$ cat src/rtl/rom_read_arbiter.sv
// Shares one synchronous-read ROM port between NUM_REQ requesters.
// Round-robin or fixed-priority grant, in-order tagged responses.
module rom_read_arbiter #(
  parameter int NUM_REQ = 2,
  parameter int ADDR_W  = 18,
  parameter int DATA_W  = 24,
  parameter int RD_LAT  = 1
) (
  input  logic                      clock,
  input  logic                      reset,
  input  logic                      fixed_prio,
  input  logic [NUM_REQ-1:0]        req_valid,
  input  logic [NUM_REQ*ADDR_W-1:0] req_addr,
  output logic [NUM_REQ-1:0]        req_ready,
  output logic [NUM_REQ-1:0]        rsp_valid,
  output logic [DATA_W-1:0]         rsp_data,
  output logic [ADDR_W-1:0]         rom_addr,
  input  logic [DATA_W-1:0]         rom_dout
);

  localparam int IDX_W = (NUM_REQ > 1) ? $clog2(NUM_REQ) : 1;
  localparam logic [IDX_W-1:0] LAST_RST = IDX_W'(NUM_REQ - 1);

  logic [IDX_W-1:0]  last_q, last_d;
  logic [ADDR_W-1:0] rom_addr_q, rom_addr_d;
  logic [DATA_W-1:0] rsp_data_q, rsp_data_d;
  logic [RD_LAT:0]   tag_vld_q, tag_vld_d;

  logic [RD_LAT:0][NUM_REQ-1:0] tag_id_q, tag_id_d;

  logic [NUM_REQ-1:0] grant;
  logic               found;
  logic [IDX_W-1:0]   gnt_idx;

  // Grant search: from index 0 in fixed mode, else from last+1 wrapping.
  always_comb begin
    int j;
    j       = 0;
    grant   = '0;
    found   = 1'b0;
    gnt_idx = last_q;
    for (int k = 0; k < NUM_REQ; k++) begin
      if (fixed_prio) begin
        j = k;
      end else begin
        j = (int'(last_q) + 1 + k) % NUM_REQ;
      end
      if (!found && req_valid[j]) begin
        found    = 1'b1;
        grant[j] = 1'b1;
        gnt_idx  = IDX_W'(j);
      end
    end
  end

  // Next state: issue address, shift tags, capture ROM data for the tail tag.
  always_comb begin
    last_d     = last_q;
    rom_addr_d = rom_addr_q;
    rsp_data_d = rsp_data_q;
    if (found) begin
      last_d     = gnt_idx;
      rom_addr_d = req_addr[int'(gnt_idx)*ADDR_W +: ADDR_W];
    end
    tag_vld_d = {tag_vld_q[RD_LAT-1:0], found};
    tag_id_d  = {tag_id_q[RD_LAT-1:0], grant};
    // ROM data lines up with the tag one stage before the output stage.
    if (tag_vld_q[RD_LAT-1]) begin
      rsp_data_d = rom_dout;
    end
  end

  // State registers; reset drops every in-flight tag.
  always_ff @(posedge clock or posedge reset) begin
    if (reset) begin
      last_q     <= LAST_RST;
      rom_addr_q <= '0;
      rsp_data_q <= '0;
      tag_vld_q  <= '0;
      tag_id_q   <= '0;
    end else begin
      last_q     <= last_d;
      rom_addr_q <= rom_addr_d;
      rsp_data_q <= rsp_data_d;
      tag_vld_q  <= tag_vld_d;
      tag_id_q   <= tag_id_d;
    end
  end

  assign req_ready = grant;
  assign rom_addr  = rom_addr_q;
  assign rsp_data  = rsp_data_q;
  assign rsp_valid = tag_vld_q[RD_LAT] ? tag_id_q[RD_LAT] : '0;

endmodule

$ cat config.mk
export PLATFORM = sky130hd
export DESIGN_NAME = rom_read_arbiter
export DESIGN_NICKNAME = d
export VERILOG_FILES = /design/src/rtl/rom_read_arbiter.sv
export SDC_FILE = /design/constraint.sdc
export NUM_CORES = 1
export LEC_CHECK = 0
export CAP_MARGIN = 40
export CORE_ASPECT_RATIO = 1.5
export CORE_MARGIN = 10
export CORE_UTILIZATION = 41
export CTS_CLUSTER_DIAMETER = 150
export CTS_CLUSTER_SIZE = 10
export DETAILED_ROUTE_END_ITERATION = 10
export PLACE_DENSITY = 0.84
export SLEW_MARGIN = 20
export SYNTH_ARGS = -nofsm -noshare
export SYNTH_HDL_FRONTEND = slang
export SYNTH_SLANG_ARGS = --single-unit
$ cat constraint.sdc
create_clock -name clock -period 4.4 [get_ports clock]
set_input_delay 0.88 -clock clock [delete_from_list [all_inputs] [get_ports clock]]
set_output_delay 0.88 -clock clock [all_outputs]
set_load 0.02 [all_outputs]
# Yosys cells after proc, flatten, opt, wreduce, memory -nomap -nowiden
# Cells that the tools add are included.
[op_classes]
n_mul = 1
addsub = 2
n_bitwise = 3
n_mux = 19
shift = 1
magnitude_cmp = 4
n_reduce_logical = 4
[op_table]
columns = ["cell", "n"]
rows = [
  ["$ge A32 B1 Y1 const B", 2],
  ["$lt A32 B3 Y1 const B", 2],
  ["$mux W32", 2],
  ["$shiftx A36 B7 Y18", 1],
  ["$mux W1", 12],
  ["$mux W2", 3],
  ["$mul A1 B4 Y5 const B", 1],
  ["$logic_and A1 B1 Y1", 3],
  ["$add A1 B1 Y1 const B", 2],
  ["$and A1 B1 Y1 const A", 2],
  ["$demux W1 S1", 2],
  ["$or A2 B2 Y2", 1],
  ["$logic_not A1 Y1", 1],
]
[totals]
input_bits = 65
output_inout_bits = 46
word_cells = 40
register_bits = 49

# Logic depth before layout (Yosys ltp)
[logic_depth]
ltp_word = 12
depth_mapped = 5
ltp_nobuf = 3

# Worst setup path after synthesis
# No wires, ideal clock.
[synth_timing]
path_type = "input to output"
start = "in fixed_prio"
end = "out req_ready[1]"
stages = 4
required_time_ps = 3520
path_slack_ps = 1888
path_buffers = 2
arrival_time_ps = 1632
cell_sequence = "o21ai_2 buf_4 and2_1 buf_4"
[synth_lines]
columns = ["item", "line", "source"]
rows = [
  ["start, declared", "11", "input logic fixed_prio,"],
  ["end, declared", "14", "output logic [NUM_REQ-1:0] req_ready,"],
]

# Worst setup path in the final report
[layout_timing]
start = "in fixed_prio"
end = "out req_ready[0]"
[layout_via]
elab_chain_cells = 8
elab_cells_between_ends = 24
cone_classes = "order compare: 4; mux: 15; bitwise: 1; reduce/logical: 4"
[layout_rtl]
columns = ["item", "line", "source"]
rows = [
  ["$mux W32", "43", "if (fixed_prio) begin"],
  ["$ge A32 B1 Y1 (not written as such), or another cell as far along", "50", "grant[j] = 1'b1;"],
  ["$logic_and A1 B1 Y1 (not written as such) or $mux W1 (tied branches)", "50, 48", ""],
  ["$mux W1 (on tied branches)", "50, 48", ""],
  ["$demux W1 S1 or $mux W1 (tied branches)", "50, 48", ""],
  ["$mux W2 or $logic_not A1 Y1 (tied branches)", "48", "if (!found && req_valid[j]) begin"],
  ["$or A2 B2 Y2 (no source line) or $logic_and A1 B1 Y1 (tied branches)", "n/a", ""],
  ["$mux W2 *", "48", ""],
]
# Mark *: on every way between the ends. The rest lies on a longest branch, timed or not. The select of a mux whose other input is x is not followed.

==> tab_implementation.tex <==
\begin{tabular}{lr}
\hline
Metric & Value \\
\hline
\multicolumn{2}{l}{\textbf{Status}} \\
Outcome & finished, final reports clean \\
\multicolumn{2}{l}{\textbf{Clock network}} \\
Post-CTS Hold Fix Bufs & 0 \\
Postcts setup bufs & 0 \\
Worst-Skew Late Latency & 290 ps \\
CTS clk-pin slew, worst paths & 90 ps \\
Post-CTS resize count & 0 \\
Total clock buffers created by CTS & 5 \\
TritonCTS sink count & 49 \\
Maximum clock insertion buffer count & 2 \\
Clock root buffer & sky130\_fd\_sc\_hd\_\_clkbuf\_8 \\
Deepest level of the CTS H-tree & 2 \\
Clock tree from TritonCTS & done \\
\multicolumn{2}{l}{\textbf{Synthesis}} \\
Warnings from Yosys & 0 \\
Number of distinct library cell variants in the gate-level netlist after synthesis & 20 \\
Total standard cell area after synthesis & $\sim$0.0020 mm\^{}2 \\
Dominant cell by count in the synthesized netlist & sky130\_fd\_sc\_hd\_\_dfrtp\_1 \\
Most frequently used flop master after synthesis & sky130\_fd\_sc\_hd\_\_dfrtp\_1 \\
Synth async-reset ratio & 1.000 \\
Number of register bits inferred by synthesis & 49 \\
Post-synth top area cell & sky130\_fd\_sc\_hd\_\_dfrtp\_1 \\
Leading cell types by count after synthesis & 48 x sky130\_fd\_sc\_hd\_\_dfrtp\_1, 24 x sky130\_fd\_sc\_hd\_\_mux2\_2, 20 x sky130\_fd\_sc\_hd\_\_nor2\_1 \\
Top cell type's share of synthesized area & 0.5966 \\
Post-synth EDFFs & 0 \\
Largest cells by area after synthesis & sky130\_fd\_sc\_hd\_\_dfrtp\_1 60\%, sky130\_fd\_sc\_hd\_\_mux2\_2 13\%, sky130\_fd\_sc\_hd\_\_a31oi\_1 5.6\% \\
Per-instance average area after synthesis & 11.77 um\^{}2 \\
Cells after synthesis & 171 \\
Syn nets & 236 \\
Share of the yosys chip area belonging to registers & 0.6097 \\
\multicolumn{2}{l}{\textbf{Global routing}} \\
Global-route track usage on met3 & 0.04507 \\
Pin count of the biggest net entering global routing & 38 \\
GR Util met1 & 0.1400 \\
GRT overflow & 0 \\
GRT busiest layer & met2 \\
Vias in the first global route & 1,765 \\
Total global-route track usage & 0.1418 \\
Antenna violations before repair & 0 \\
Wire length of the first global-routing pass & 9259 um \\
Met2 layer usage reported by global route & 0.2674 \\
\multicolumn{2}{l}{\textbf{Power and ir drop}} \\
Static leakage power & between 1 and 1.5 nW \\
Peak supply drop & 0.0002243 V \\
Total Power & roughly 1.1 mW \\
Power per unit of standard cell area & 335.8 mW/mm\^{}2 \\
\multicolumn{2}{l}{\textbf{Timing}} \\
Final setup violation count & 0 \\
Final Max Tran Viols & 0 \\
Worst Setup Slack, final & 1051 ps \\
Maximum frequency from static timing analysis & between 0.2 and 0.3 GHz \\
Setup repair after global routing missed its margin & false \\
Post-Route Setup TNS & 0 ps \\
Share of the cycle needed by the critical path after routing & 0.7612 \\
Rel. slew slack & 0.4996 \\
Final Hold Viols & 0 \\
Min Hold Slack & 369.6 ps \\
Minimum clock period & 3349 ps \\
Clk\_skew & 8.784 ps \\
Actual slew at the worst max-slew pin & 749.7 ps \\
\multicolumn{2}{l}{\textbf{Route}} \\
First DRT Iteration DRCs & 40 \\
Antenna-violating nets left & 0 \\
Routed wire length & around 5900 um \\
Routed via count & 1,718 \\
Detailed-router iteration count before antenna repair & 4 \\
\# DRC & 0 \\
Via-per-instance ratio & 4.994 \\
Routed length per placed instance & $\sim$17 um \\
\multicolumn{2}{l}{\textbf{Placement}} \\
Cell area reported after detailed placement & between 0.003 and 0.004 mm\^{}2 \\
Worst Setup Slack post-DPL & around 1000 ps \\
Number of placed instances, taps included & around 340 \\
Routability Congestion & 0.7413 \\
Post-DP HPWL & 4692 um \\
Port buffer count & 110 \\
\multicolumn{2}{l}{\textbf{Floorplan}} \\
Initial core utilization & 0.4186 \\
Top-level I/O count & 111 \\
Floorplan die area & 0.008171 mm\^{}2 \\
Horiz. Die Dim & about 77 um \\
Die height & 105.8 um \\
Count of standard-cell rows & 31 \\
Floorplan core area & 0.004810 mm\^{}2 \\
\multicolumn{2}{l}{\textbf{Final layout}} \\
Layout Cell Area excl Fill & 0.003267 mm\^{}2 \\
Final layout net count & 342 \\
Proportion of layout cells with a drive suffix above 1 & 0.1475 \\
Area growth syn-to-layout & 62.27\% \\
Core occupancy in the finished layout & 0.6792 \\
Non-filler instance count after layout & 344 \\
Number of inserted diodes & 0 \\
\multicolumn{2}{l}{\textbf{Worst setup path}} \\
Largest fanout of any net on the critical path & 3 \\
Endpoint type of the worst setup path & output pin \\
Worst setup SP type & input port \\
Classification of the worst setup path & in2out \\
Data required time at the worst endpoint & 3520 ps \\
Arrival time at the worst endpoint & 2470 ps \\
\multicolumn{2}{l}{\textbf{Flow run}} \\
Max-capacitance violation count & 0 \\
\multicolumn{2}{l}{\textbf{Worst hold path}} \\
HP Class & reg2reg \\
\hline
\end{tabular}
==> path summary, 6_finish.rpt <==
| path | startpoint | to | slack, ps | cells past startpoint |
|---|---|---|---|---|
| max | fixed_prio | req_ready[0] | 1050 | 4 |
| min | tag_id_d[3] | tag_id_q[3] | 370 | 0 |
| max reg2reg | flop | rom_addr[16] | 2810 | 3 |
| min reg2reg | tag_id_d[3] | tag_id_q[3] | 370 | 0 |
| max in group asynchronous | reset | asynchronous set/reset pin | 2900 | 3 |
| min in group asynchronous | reset | rsp_data[17] | 930 | 2 |
==> routing by layer <==
layer | wire, um | vias up
li1 | - | 815
met1 | 2020 | 829
met2 | 3416 | 72
met3 | 390 | 2
met4 | 54 | 0
met5 | 0 | -
==> power breakdown <==
part           internal (mW)  leakage [nW]  switching (mW)  total [mW]
Combinational          0.165         0.700           0.140       0.305
Sequential             0.496         0.569          0.0247       0.521
Clock                  0.128        0.0512           0.143       0.271
==> kinds of logic after synthesis <==
group / after synthesis / share of synthesized area
and+or+nand+nor: 44 / 0.1007
DFF: 49 / 0.6097
AOI/OAI and AO/OA: 39 / 0.1131
muxes: 24 / 0.1342
buffers and inverters: 15 / 0.04226
==> cell type report <==
cell class	count	area, um^2
flip-flops and latches	49	1227
multi-input cells	107	700.7
well taps	66	82.58
clock buffers	6	82.58
inverters	1	3.754
fillers	424	1543
repair buffers	113	1156
clock inverters	2	13.76
==> placed cells by master (no fill, tap or decap) <==
cell type                           n
sky130_fd_sc_hd__o21a_2             1
sky130_fd_sc_hd__or2_1              1
sky130_fd_sc_hd__buf_12             1
sky130_fd_sc_hd__inv_2              1
sky130_fd_sc_hd__dfstp_2            1
sky130_fd_sc_hd__o21ai_2            1
sky130_fd_sc_hd__dfrtp_1           48
sky130_fd_sc_hd__clkbuf_8           6
sky130_fd_sc_hd__clkinv_4           1
sky130_fd_sc_hd__o21ai_0           13
sky130_fd_sc_hd__buf_4              1
sky130_fd_sc_hd__nand3_1           18
sky130_fd_sc_hd__a31oi_1           18
sky130_fd_sc_hd__nor2_2             1
sky130_fd_sc_hd__buf_16             1
sky130_fd_sc_hd__nor2_1            20
sky130_fd_sc_hd__and2_1             3
sky130_fd_sc_hd__or2_2              1
sky130_fd_sc_hd__mux2_2            24
sky130_fd_sc_hd__clkinv_2           1
sky130_fd_sc_hd__clkdlybuf4s50_1  110
sky130_fd_sc_hd__a21boi_0           1
sky130_fd_sc_hd__o21ai_1            5
==> worst max-delay path, stage by stage <==
cell and delay, ps:
sky130_fd_sc_hd__clkdlybuf4s50_1 520, sky130_fd_sc_hd__nor2_1 60, sky130_fd_sc_hd__a21boi_0 310, sky130_fd_sc_hd__clkdlybuf4s50_1 700
==> state kept, by name, indices dropped and copies added, names as in the netlist, named ones only <==
| signal | cells |
|---|---|
| rom_addr | 18 |
| rsp_data | 24 |
| tag_id_d | 2 |
| tag_id_q | 2 |
| tag_vld_q | 2 |
(Power assumes the default switching activity.)
